File: config.mk
export PLATFORM = sky130hd
export DESIGN_NAME = instruction_fetch
export DESIGN_NICKNAME = d
export VERILOG_FILES = /design/src/rtl/instruction_fetch.sv
export SDC_FILE = /design/constraint.sdc
export NUM_CORES = 1
export LEC_CHECK = 0
export ABC_AREA = 1
export BUFFER_PORTS_ARGS = -buffer_cell sky130_fd_sc_hd__buf_2
export CORE_MARGIN = 2
export CORE_UTILIZATION = 60
export CTS_BUF_LIST = sky130_fd_sc_hd__clkbuf_4
export CTS_CLUSTER_DIAMETER = 120
export CTS_CLUSTER_SIZE = 8
export DETAILED_ROUTE_END_ITERATION = 8
export PLACE_DENSITY = 0.85
export SYNTH_ARGS = -nofsm -noshare
export SYNTH_HDL_FRONTEND = slang
export SYNTH_SLANG_ARGS = --single-unit
File: constraint.sdc
create_clock -name clk -period 7.4 [get_ports clk]
set_input_delay 1.85 -clock clk [delete_from_list [all_inputs] [get_ports clk]]
set_output_delay 1.85 -clock clk [all_outputs]
set_load 0.01 [all_outputs]
File: src/rtl/instruction_fetch.sv
// BeeF fetch stage: walks the PC through a synchronous instruction memory and
// buffers returned words in a 2-entry FIFO presented to decode over valid/ready.
module instruction_fetch #(
  parameter int unsigned ADDR_W  = 8,
  parameter int unsigned INSTR_W = 9
) (
  input  logic               clk,
  input  logic               rst_n,
  input  logic               start,
  input  logic               stop,
  input  logic               redirect,
  input  logic [ADDR_W-1:0]  redirect_pc,
  output logic               imem_rd,
  output logic [ADDR_W-1:0]  imem_addr,
  input  logic [INSTR_W-1:0] imem_data,
  output logic               out_valid,
  input  logic               out_ready,
  output logic [INSTR_W-1:0] out_instr,
  output logic [ADDR_W-1:0]  out_pc
);

  // Decoder NOP encoding (definitions::op_code), shown when the FIFO is empty.
  localparam logic [INSTR_W-1:0] NOP = INSTR_W'(0);

  typedef enum logic {
    IDLE = 1'b0,
    RUN  = 1'b1
  } state_e;

  state_e              state_q, state_d;
  logic [ADDR_W-1:0]   fetch_pc_q, fetch_pc_d;
  logic [ADDR_W-1:0]   tag_pc_q, tag_pc_d;
  logic                inflight_q, inflight_d;
  logic [1:0]          count_q, count_d;
  logic [INSTR_W-1:0]  head_instr_q, head_instr_d;
  logic [ADDR_W-1:0]   head_pc_q, head_pc_d;
  logic [INSTR_W-1:0]  tail_instr_q, tail_instr_d;
  logic [ADDR_W-1:0]   tail_pc_q, tail_pc_d;

  logic                pop;
  logic                flush;
  logic                capture;
  logic                issue;
  logic [2:0]          occupancy;
  logic [1:0]          count_after_pop;

  // Handshake and credit: buffered + outstanding entries, less the one leaving now.
  always_comb begin
    pop             = out_valid & out_ready;
    flush           = redirect | stop;
    capture         = inflight_q & ~flush;
    occupancy       = 3'(count_q) + 3'(inflight_q) - 3'(pop);
    count_after_pop = count_q - 2'(pop);
    issue           = (state_q == RUN) & ~redirect & ~stop & (occupancy < 3'd2);
  end

  // Control FSM state register.
  always_ff @(posedge clk or negedge rst_n) begin
    if (!rst_n) begin
      state_q <= IDLE;
    end else begin
      state_q <= state_d;
    end
  end

  // Next state: stop takes priority over start; start in RUN is a no-op.
  always_comb begin
    state_d = state_q;
    unique case (state_q)
      IDLE: if (start && !stop) state_d = RUN;
      RUN:  if (stop)           state_d = IDLE;
    endcase
  end

  // PC sequencing and in-flight tag.
  always_comb begin
    fetch_pc_d = fetch_pc_q;
    tag_pc_d   = tag_pc_q;
    inflight_d = issue;
    if (redirect) begin
      fetch_pc_d = redirect_pc;
    end else if (issue) begin
      fetch_pc_d = fetch_pc_q + ADDR_W'(1);
      tag_pc_d   = fetch_pc_q;
    end
  end

  // Shift FIFO: head is always entry 0; a capture lands behind whatever survives the pop.
  always_comb begin
    head_instr_d = head_instr_q;
    head_pc_d    = head_pc_q;
    tail_instr_d = tail_instr_q;
    tail_pc_d    = tail_pc_q;
    count_d      = count_q;
    if (flush) begin
      count_d = 2'd0;
    end else begin
      if (pop) begin
        head_instr_d = tail_instr_q;
        head_pc_d    = tail_pc_q;
      end
      if (capture) begin
        if (count_after_pop == 2'd0) begin
          head_instr_d = imem_data;
          head_pc_d    = tag_pc_q;
        end else begin
          tail_instr_d = imem_data;
          tail_pc_d    = tag_pc_q;
        end
      end
      count_d = count_after_pop + 2'(capture);
    end
  end

  always_ff @(posedge clk or negedge rst_n) begin
    if (!rst_n) begin
      fetch_pc_q   <= '0;
      tag_pc_q     <= '0;
      inflight_q   <= 1'b0;
      count_q      <= 2'd0;
      head_instr_q <= NOP;
      head_pc_q    <= '0;
      tail_instr_q <= NOP;
      tail_pc_q    <= '0;
    end else begin
      fetch_pc_q   <= fetch_pc_d;
      tag_pc_q     <= tag_pc_d;
      inflight_q   <= inflight_d;
      count_q      <= count_d;
      head_instr_q <= head_instr_d;
      head_pc_q    <= head_pc_d;
      tail_instr_q <= tail_instr_d;
      tail_pc_q    <= tail_pc_d;
    end
  end

  assign imem_rd   = issue;
  assign imem_addr = fetch_pc_q;
  assign out_valid = (count_q != 2'd0);
  assign out_instr = out_valid ? head_instr_q : NOP;
  assign out_pc    = out_valid ? head_pc_q : '0;

  // Credit accounting must make a third buffered entry impossible.
  a_no_overflow: assert property (@(posedge clk) disable iff (!rst_n)
    !(capture && (count_after_pop == 2'd2)));

endmodule

**Word level (Yosys, flattened, before mapping)**

Cells that the tools add are included.

- Word-level logic and storage cells: 47
- Output and inout bits: 27
- Register bits: 54
- Input bits: 23

- Bitwise operators: 11
- $add $sub $neg: 5
- $lt $le $gt $ge: 1
- Muxes and demuxes: 14
- Reduce and logical (&&, ||, !) cells: 7

Operator list:

| kind | count |
|---|---|
| 8-bit two-way mux | 6 |
| 9-bit two-way mux | 4 |
| 8-bit by 1-bit adder with 8-bit output (second input constant) | 1 |
| 1-bit AND | 5 |
| 1-bit inverter | 5 |
| 2-bit nonzero test | 2 |
| 2-bit by 1-bit adder with 3-bit output | 1 |
| 3-bit by 2-bit less-than comparator with 1-bit output (second input constant) | 1 |
| 3-bit AND reduction | 1 |
| 3-bit by 1-bit subtractor with 3-bit output | 1 |
| 2-bit by 1-bit adder with 2-bit output | 1 |
| 2-bit logical NOT | 1 |
| 1-bit two-way mux | 2 |
| 2-bit two-way mux | 1 |
| 1-bit case mux with 2 select lines | 1 |
| 2-bit AND reduction | 1 |
| 2-bit by 1-bit subtractor with 2-bit output | 1 |
| 1-bit logical AND | 1 |
| 1-bit logical NOT | 1 |
| 1-bit OR | 1 |

**Depth between registers and ports, before layout**

- Depth in word-level cells: 7
- Gate-level depth with buffers: 14
- Gate-level depth less buffers: 13

**Worst setup path before layout**

Ideal clock, no wire load.

- Path kind: in2out
- From: input out_ready
- To: output imem_rd
- Path slack: 2.210 ns
- Required time: 5.550 ns
- Data arrival time: 3.340 ns
- Path buffers: 1
- Cell stages on the path: 11
- Cell sequence: inv_2 > nor2_4 > nand2_1 > o21ai_0 > nand2_1 > fa_1 > nand2_1 > inv_1 > nand2_1 > nor2_2 > buf_4

- Cells in the longest elaborated chain, start to end: 4

RTL lines:

| item | line | text |
|---|---|---|
| start, declared | 17 | `input logic out_ready,` |
| 1-bit AND | 49 | `pop = out_valid & out_ready;` |
| 3-bit by 1-bit subtractor with 3-bit output | 52 | `occupancy = 3'(count_q) + 3'(inflight_q) - 3'(pop);` |
| 3-bit by 2-bit less-than comparator with 1-bit output | 54 | `issue = (state_q == RUN) & ~redirect & ~stop & (occupancy < 3'd2);` |
| 1-bit AND | 54 |  |
| end, declared | 13 | `output logic imem_rd,` |

No other way between the ends.

**Worst setup path in the final report**

Same ends and word-level chain as after synthesis.

==> qor.csv <==
stage;metric;value;unit
cells_and_area;Inserted Diodes;0;
logic_synthesis;async set or reset register ratio after synthesis;100;%
grt;antenna violations before repair;0;
clock_network;post-CTS setup buffer count;0;
critical_path;Slowest-stage cell, CP;fa_1;
clock_network;CTS Hold Buffers Added;0;
grt;first-pass GRT wire length;10.2;mm
place;Cell Area, Placed;0.00308;mm^2
critical_path;critical-path cell list;buf_2 > inv_2 > nor2_4 > nand2_1 > o21ai_0 > nand2_1 > fa_1 > nand2_1 > inv_1 > nand2_1 > nor2_2 > buf_4 > buf_2;
logic_synthesis;register area share after synthesis;46.8;%
place;count of input and output buffers;49;
critical_path;crit path max fanout;23;
logic_synthesis;top flip-flop cell by instance count after synthesis;dfrtp_1;
power_and_ir_drop;P per Cell Area;191;mW/mm^2
logic_synthesis;Yosys top cell area share;46.8;%
place;Detailed Place HPWL;4.08;mm
cells_and_area;design area;0.00314;mm^2
sta;clk_skew;10.1;ps
power_and_ir_drop;VDD IR-drop max;0.157;mV
critical_path;Crit path largest cell delay;490;ps
logic_synthesis;post-synthesis area per instance;7.80;um^2
sta;maximum clock rate;0.168;GHz
logic_synthesis;commonest cells in the synthesized netlist;nand2_1, dfrtp_1, nand3_1;
floorplanning;IO Pins;50;
critical_path;Crit path top cell by count;nand2_1;
grt;met2 Resource Use GR;39.8;%
logic_synthesis;#FFs+latches synth;54;
cells_and_area;area of the multi-input gates;0.00122;mm^2
logic_synthesis;Synth cell types;29;
clock_network;Sink Count;54;
grt;met1 usage;32.6;%
routing;DR vias/cell;5.47;
sta;Fin. Hold Viols;0;
grt;total track usage;24.2;%
floorplanning;Die Ht;73.3;um
critical_path;Worst path top cell family by delay;simple AND/OR/NAND/NOR gates;
grt;busiest grt layer;met2;
grt;vias in the first global route;2312;
logic_synthesis;area leader, netlist;dfrtp_1;
clock_network;CTS tree;done;
hold_path;worst min-delay path class;reg2reg;
routing;ANT nets after route;0;
clock_network;H-tree levels;2;
sta;RSZ-0062 raised after global routing;false;
floorplanning;die area;0.00538;mm^2
clock_network;cts repair resizes;0;
floorplanning;DIE WIDTH;73.3;um
critical_path;Buf+Inv Stages, Crit Path;5;
sta;Worst Hold Slack;506;ps
routing;Pre-antenna DRT Iters;6;
place;Final Wtd Congestion;0.843;
clock_network;Root Buffer;clkbuf_4;
sta;Final min period;5960;ps
flow_run;# Max-Cap Violations;0;
grt;GR Overflow Total;0;
cells_and_area;nets@finish;436;
power_and_ir_drop;Pleak;1.60;nW
logic_synthesis;Post-synth EDFFs;0;
cells_and_area;register area;0.00135;mm^2
logic_synthesis;cell area after synthesis;0.00289;mm^2
sta;Setup-failing EPs final;0;
clock_network;Inserted Clock Buffers;5;
critical_path;crit start category;input port;
grt;met3 usage;4.80;%
critical_path;CP Capture Type;output port;
sta;Slew Viols, Final;0;
sta;Worst Tran Pin Value;751;ps
status;status;completed;
routing;vias post-DR;2543;
routing;# DRC;0;
critical_path;Crit path arrival time;4110;ps
floorplanning;floorplan core area;0.00469;mm^2
routing;WL/cell;12.9;um
grt;maximum number of pins on one net before global-route repair;55;
logic_synthesis;Post-Syn Instances;370;
cells_and_area;post-layout util;66.9;%
critical_path;WP data required;5550;ps
cells_and_area;fillers;393;
floorplanning;Initial Util;61.5;%
clock_network;Reg clk slew, reported paths;140;ps
routing;Iter 0 DRT Violations;202;
clock_network;Clk Latency, worst-skew pair;380;ps
clock_network;clk buf depth;2;
floorplanning;FP Rows;25;
sta;Tcrit/Tclk final;80.5;%
logic_synthesis;cell with the most instances after synthesis;nand2_1;
logic_synthesis;synthesized net count;396;
logic_synthesis;synth top area cells;dfrtp_1, nand2_1, nand3_1, o21ai_0, inv_1;
cells_and_area;P&R area growth vs syn;8.76;%
sta;post-route setup TNS;0;ps
critical_path;CP Class;in2out;
cells_and_area;fraction of layout cells with a size suffix above 1;18.0;%
logic_synthesis;Yosys warnings;0;
sta;Slew Limit Headroom;49.8;%
routing;final WL;5.98;mm
## final timing paths
path | startpoint | endpoint | slack, ps | cells past startpoint
worst min register to register | tail_pc_q[3] | tail_pc_q[3] | 510 | 2
worst max register to register | count_q[1] | imem_addr[3] | 4140 | 14
min in group asynchronous | rst_n | count_q[0] | 1580 | 2
worst max-delay path | out_ready | imem_rd | 1440 | 13
max in group asynchronous | rst_n | tail_pc_q[3] | 5390 | 2
worst min-delay path | tail_pc_q[3] | tail_pc_q[3] | 510 | 2
## area by class of cell
type | count | share of cell area (%)
sequential | 54 | 43.1
multi-input combinational | 250 | 39.0
timing repair buffer | 51 | 8.29
inverter | 48 | 5.74
tap | 54 | 2.15
clock buffer | 6 | 1.44
clock inverter | 2 | 0.279
## worst reg2reg max path, stage by stage, from the launching register on
cell and delay (ps):
dfrtp_1 530, nor2_4 630, nor2_4 220, nand2_1 180, o21ai_0 150, nand2_1 100, fa_1 410, nand2_1 100
inv_1 40, nand2_1 60, nor2_2 30, buf_4 190, nor2_1 330, nand2_1 120, o211ai_1 100
## cells in the final DEF (no fill, tap or decap), types with 3 or more instances in the layout
cell      netlist  layout
buf_2           3      49
inv_2           3       3
nor2_1         27      27
o21ai_0        39      39
nor2_4          4       4
nand2_1        89      89
inv_1          45      45
o21ai_1        21      21
clkbuf_4        0       6
dfrtp_1        54      54
nand3_1        48      48
## routing by layer
metal | vias up | wire length, um
met5 | - | 0
met4 | 0 | 82
met3 | 11 | 370
met2 | 102 | 2890
met1 | 1170 | 2630
li1 | 1260 | -
## cell families after synthesis
group | synth area share [%]
AOI/OAI and AO/OA | 12.4
DFF | 46.8
adders and majority gates | 1.56
and+or+nand+nor | 27.5
buffers and inverters | 10.7
xor gates and xnor gates | 0.911
## registers in the layout, summed over array words and instances (netlist names)
register,count
head_instr_q,9
tail_instr_q,9
head_pc_q,8
imem_addr,8
tag_pc_q,8
tail_pc_q,8
count_q,2
inflight_q,1
state_q,1
## through the flow
stage | setup slack [ps] | instances | total power, W
after detailed placement | 1450 | 457 | 0.000473
after CTS | 1450 | 465 | 0.000599
after global placement | 1550 | 457 | 0.000466
after floorplan | 2210 | 370 | 0.000434
final | 1440 | 465 | 0.000598
after global routing | 1160 | 465 | 0.000632
## where the power goes
part / leakage (nW) / internal, W / total, W / switching [W]
Sequential: 0.688 / 0.000333 / 0.000356 / 0.0000228
Clock: 0.0331 / 0.0000397 / 0.000130 / 0.0000907
Combinational: 0.878 / 0.0000418 / 0.000112 / 0.0000704
(Power assumes the default switching activity.)
